## config.mk

```make
export PLATFORM = sky130hd
export DESIGN_NAME = usb_reg_bus_initiator
export DESIGN_NICKNAME = d
export VERILOG_FILES = /design/src/rtl/usb_reg_bus_initiator.sv
export SDC_FILE = /design/constraint.sdc
export NUM_CORES = 1
export LEC_CHECK = 0
export ABC_AREA = 1
export BUFFER_PORTS_ARGS = -buffer_cell sky130_fd_sc_hd__buf_4
export CAP_MARGIN = 20
export CORE_ASPECT_RATIO = 2
export CORE_UTILIZATION = 45
export DETAILED_ROUTE_END_ITERATION = 7
export PLACE_DENSITY = 0.76
export SLEW_MARGIN = 25
export SYNTH_ARGS = -nofsm -noshare
export SYNTH_HDL_FRONTEND = slang
export SYNTH_SLANG_ARGS = --single-unit
```

## constraint.sdc

```tcl
create_clock -name usb_clk -period 1.4 [get_ports usb_clk]
set_clock_uncertainty 0.1 [all_clocks]
set_input_delay 0.21 -clock usb_clk [delete_from_list [all_inputs] [get_ports usb_clk]]
set_output_delay 0.21 -clock usb_clk [all_outputs]
set_load 0.02 [all_outputs]
```

## src/rtl/usb_reg_bus_initiator.sv

```systemverilog
// Register-bus initiator: turns the MCU's asynchronous strobes into
// single-cycle reg_write / reg_read transactions in the usb_clk domain.
module usb_reg_bus_initiator #(
    parameter int pBYTECNT_SIZE = 7,
    parameter int pADDR_WIDTH   = 21,
    parameter int pREAD_LATENCY = 1,
    parameter int pSYNC_STAGES  = 2
) (
    input  logic                     usb_clk,
    input  logic                     reset,
    input  logic                     usb_cen,
    input  logic                     usb_rdn,
    input  logic                     usb_wrn,
    input  logic [pADDR_WIDTH-1:0]   usb_addr,
    input  logic [7:0]               usb_din,
    output logic [7:0]               usb_dout,
    output logic                     usb_isout,
    output logic [7:0]               reg_address,
    output logic [pBYTECNT_SIZE-1:0] reg_bytecnt,
    output logic [7:0]               write_data,
    input  logic [7:0]               read_data,
    output logic                     reg_read,
    output logic                     reg_write,
    output logic                     busy
);

    typedef enum logic [2:0] {
        IDLE      = 3'd0,
        WRITE     = 3'd1,
        READ_REQ  = 3'd2,
        READ_WAIT = 3'd3,
        READ_HOLD = 3'd4,
        RELEASE   = 3'd5
    } state_t;

    state_t state;
    state_t state_nxt;

    logic [pSYNC_STAGES-1:0] cen_sync;
    logic [pSYNC_STAGES-1:0] rdn_sync;
    logic [pSYNC_STAGES-1:0] wrn_sync;
    logic [pSYNC_STAGES-1:0] sync_ok;
    logic                    prev_rdn;
    logic                    prev_wrn;

    logic cen_s;
    logic rdn_s;
    logic wrn_s;
    logic start_wr;
    logic start_rd;
    logic capture;

    generate
        if (pADDR_WIDTH > pBYTECNT_SIZE + 8) begin : g_addr_hi
            logic unused_addr_hi;
            assign unused_addr_hi = ^usb_addr[pADDR_WIDTH-1:pBYTECNT_SIZE+8];
        end
    endgenerate

    assign cen_s = cen_sync[pSYNC_STAGES-1];
    assign rdn_s = rdn_sync[pSYNC_STAGES-1];
    assign wrn_s = wrn_sync[pSYNC_STAGES-1];

    // prev_* stay low until the reset value has been flushed out of the
    // chain, so a strobe held low across reset never looks like an edge.
    always_ff @(posedge usb_clk) begin
        if (reset) begin
            cen_sync <= '1;
            rdn_sync <= '1;
            wrn_sync <= '1;
            sync_ok  <= '0;
            prev_rdn <= 1'b0;
            prev_wrn <= 1'b0;
        end else begin
            cen_sync <= {cen_sync[pSYNC_STAGES-2:0], usb_cen};
            rdn_sync <= {rdn_sync[pSYNC_STAGES-2:0], usb_rdn};
            wrn_sync <= {wrn_sync[pSYNC_STAGES-2:0], usb_wrn};
            sync_ok  <= {sync_ok[pSYNC_STAGES-2:0], 1'b1};
            prev_rdn <= sync_ok[pSYNC_STAGES-1] & rdn_s;
            prev_wrn <= sync_ok[pSYNC_STAGES-1] & wrn_s;
        end
    end

    assign start_wr = (state == IDLE) & ~cen_s & prev_wrn & ~wrn_s;
    assign start_rd = (state == IDLE) & ~cen_s & prev_rdn & ~rdn_s
                      & ~start_wr;

    always_ff @(posedge usb_clk) begin
        if (reset) begin
            state <= IDLE;
        end else begin
            state <= state_nxt;
        end
    end

    always_comb begin
        state_nxt = state;
        unique case (state)
            IDLE: begin
                if (start_wr) begin
                    state_nxt = WRITE;
                end else if (start_rd) begin
                    state_nxt = READ_REQ;
                end
            end
            WRITE: begin
                state_nxt = RELEASE;
            end
            READ_REQ: begin
                state_nxt = (pREAD_LATENCY == 0) ? READ_HOLD : READ_WAIT;
            end
            READ_WAIT: begin
                state_nxt = READ_HOLD;
            end
            READ_HOLD: begin
                if (rdn_s | cen_s) begin
                    state_nxt = IDLE;
                end
            end
            RELEASE: begin
                if (wrn_s & rdn_s) begin
                    state_nxt = IDLE;
                end
            end
            default: begin
                state_nxt = IDLE;
            end
        endcase
    end

    always_comb begin
        reg_write = 1'b0;
        reg_read  = 1'b0;
        usb_isout = 1'b0;
        busy      = 1'b1;
        capture   = 1'b0;
        unique case (state)
            IDLE: begin
                busy = 1'b0;
            end
            WRITE: begin
                reg_write = 1'b1;
            end
            READ_REQ: begin
                reg_read = 1'b1;
                capture  = (pREAD_LATENCY == 0);
            end
            READ_WAIT: begin
                capture = 1'b1;
            end
            READ_HOLD: begin
                usb_isout = 1'b1;
            end
            RELEASE: begin
                busy = 1'b1;
            end
            default: begin
                busy = 1'b1;
            end
        endcase
    end

    always_ff @(posedge usb_clk) begin
        if (reset) begin
            reg_address <= '0;
            reg_bytecnt <= '0;
            write_data  <= '0;
            usb_dout    <= '0;
        end else begin
            if (start_wr | start_rd) begin
                reg_address <= usb_addr[pBYTECNT_SIZE+7:pBYTECNT_SIZE];
                reg_bytecnt <= usb_addr[pBYTECNT_SIZE-1:0];
                write_data  <= usb_din;
            end
            if (capture) begin
                usb_dout <= read_data;
            end
        end
    end

endmodule
```

==> results.toml <==
[cells_and_area]
layout_commonest_cell = "buf_4"
fin_area_um2 = 2470
final_cell_mix = "81 x buf_4, 41 x dfxtp_1, 30 x nand2_1, 28 x nand3_1"
area_delta_synth_final_pct = 48.9
antenna_cells = 0
nets = 328
drive_gt1_frac = 0.408
fin_cells = 335
num-fill-cells = 299
utilization = 0.716

[pwr]
internal-power_mw = 2.41
p_leak_nw = 1.14
seq_power_share = 0.398
clkPwrFrac = 0.266
power_density_nw_per_um2 = 1420
switchingPower_mw = 1.10
p_sw_frac = 0.314
vdd_drop_max_uv = 1370
power_frac_comb = 0.336

[die]
die_h_um = 87.9
die_x_um = 44.9
initial_core_util = 0.480
dieArea_um2 = 3950
boundaryPins = 77
rows = 30
coreArea_um2 = 3450

[clocking]
cts.sinks = 44
cts_root_buf = "clkbuf_8"
cts-htree-levels = 2
path_clk_slew_ns = 0.08
cts_tree = "built"
clk_latency_ns = 0.29
cts_max_path_buffers = 2
cts_buffers = 5

[worst_setup_path]
worstSetupStartpointType = "flip-flop"
rr_worst_depth = 9
reg2reg_slack_ns = 0.06
cp_max_fo = 4
end_kind = "primary output"
r2r-end = "state[1]$_SDFFE_PP0P_"
worst-setup-path-type = "flip-flop to primary output"
r2r-start = "state[0]$_SDFFE_PP0P_"
arrival_ns = 1.07
cp.required_ns = 1.09

[timing]
rsz0062_at_grt = "yes"
max_freq_mhz = 723
finalSetupViolations = 0
worst_pin_slew_ns = 0.246
period_minus_slack_ns = 1.38
finalMaxSlewViolations = 0
whs_ns = 0.0380
slew_headroom = 0.836
tns_ns = 0
hold_violations = 0
fin_crit_sh = 0.988

[outcome]
status = "completed"

[grt]
grt_usage = 0.209
grt_max_degree = 24
antenna_found_initial = 0
grt_first_pass_wirelength_um = 5960
grt-ovfl-total = 0
grt_pass1_vias = 1398

[yosys]
synthCells = 202
synth.area.mux_share = 0
synth_area_um2 = 1660
synth_compound_area_frac = 0.103
synth_adder_area_share = 0
synth_top_family_by_area = "simple AND/OR/NAND/NOR gates"
synthSimpleGateAreaFrac = 0.285
yosysWarningCount = 0
netlist-cell-type-count = 20
ys_seq_elements = 44
ys_seq_area_frac = 0.531
syn_area_per_cell_um2 = 8.21
synthXorXnorAreaFrac = 0
synth_nets = 244

[placement]
gp_congestion = 0.786
io_buffers = 70
placed_area_um2 = 2210
dpl.hpwl_um = 2720
placed_cells = 315

[route]
dr_total_vias = 1591
ant_nets = 0
drt-vias-per-instance = 4.75
wire_per_inst_um = 11.9
wl_um = 4000
first_iter_violations = 14
drc = 0
firstDrtPassIters = 4

[job]
maxCapViolCount = 0

[min_path]
hold_class = "primary input to flip-flop"
min-delay-start = "read_data[1]"
min_to = "usb_dout[1]$_SDFFE_PP0P_"
worstHoldPathCells = 3
power by group through the flow:
| stage | logic [mW] | registers [mW] | clock network [mW] |
|---|---|---|---|
| floorplan | 0.635 | 1.39 | 0 |
| global placement | 0.884 | 1.40 | 0 |
| detailed placement | 0.894 | 1.40 | 0 |
| CTS | 1.10 | 1.38 | 0.965 |
| global route | 1.28 | 1.40 | 1.01 |
| finish | 1.18 | 1.40 | 0.934 |
cell usage after synthesis:
master	n	area [um^2]
nand2_1	30	113
dfxtp_1	44	881
a21oi_1	24	120
inv_2	3	11.3
o21ai_0	10	50.1
nor3_1	3	15.0
nand2_4	2	22.5
clkinv_1	1	3.75
inv_1	11	41.3
buf_4	4	30.0
nor2_8	1	20.0
nand3_1	29	145
nand3_2	1	10.0
buf_6	3	33.8
nor2_1	23	86.3
nor2_4	1	11.3
clkbuf_1	4	15.0
nand4_1	1	6.26
or2_2	6	37.5
nand2_2	1	6.26
what timing repair did:
item | 4_1_cts | 5_1_grt
pin swaps | 1 | 2
hold endpoints to repair | 3 | 0
hold buffers | 3 | 0
resized for setup | 8 | 11
buffers inserted | 4 | 5
setup endpoints to repair | 4 | 36
per-layer routing:
| layer | up-vias | routed length (um) | GRT usage |
|---|---|---|---|
| met5 | - | 0 | 0 |
| met1 | 710 | 1420 | 0.196 |
| met2 | 54 | 2340 | 0.403 |
| met3 | 6 | 160 | 0.0412 |
| met4 | 0 | 73 | 0.0909 |
| li1 | 821 | - | - |
registers in the layout (all words and copies together) (netlist names), 3 cells and up:
signal / count
reg_address: 8
reg_bytecnt: 7
state: 3
usb_dout: 8
write_data: 8
area by class of cell:
type                       instances  area (um^2)  area share
clock buffer                       5         68.8      0.0278
timing repair buffer              88          683       0.276
inverter                          15         61.3      0.0248
clock inverter                     3         42.5      0.0172
multi-input combinational        132          663       0.268
tap                               48         60.1      0.0243
sequential                        44          892       0.361
critical path, cell delays in order, from the launching register on:
cell and delay (ns):
dfxtp_4 0.37, inv_4 0.08, nand2_4 0.07, nor2_8 0.11, inv_2 0.04, buf_6 0.12
metrics by stage:
step           setup WS, ns  total power [mW]
2_1_floorplan         0.130              2.02
3_3_place_gp         0.0922              2.28
3_5_place_dp         0.0785              2.29
4_1_cts            -0.00436              3.45
5_1_grt             -0.0409              3.69
6_report             0.0167              3.51
how the worst max path moves through the flow:
stage / from / to / slack, ns
detailed placement: state[2]$_SDFFE_PP0P_ / reg_bytecnt[5]$_SDFFE_PP0P_ / 0.08
CTS: state[0]$_SDFFE_PP0P_ / busy / -0.004
finish: state[0]$_SDFFE_PP0P_ / busy / 0.02
global placement: state[1]$_SDFFE_PP0P_ / usb_dout[6]$_SDFFE_PP0P_ / 0.09
global route: state[0]$_SDFFE_PP0P_ / busy / -0.04
floorplan: state[2]$_SDFFE_PP0P_ / reg_write / 0.13
cells by family after synthesis:
family,Yosys count
simple gates,98
flops,44
buf+inv,26
compound gates,34
Power figures use the tool's default switching activity.
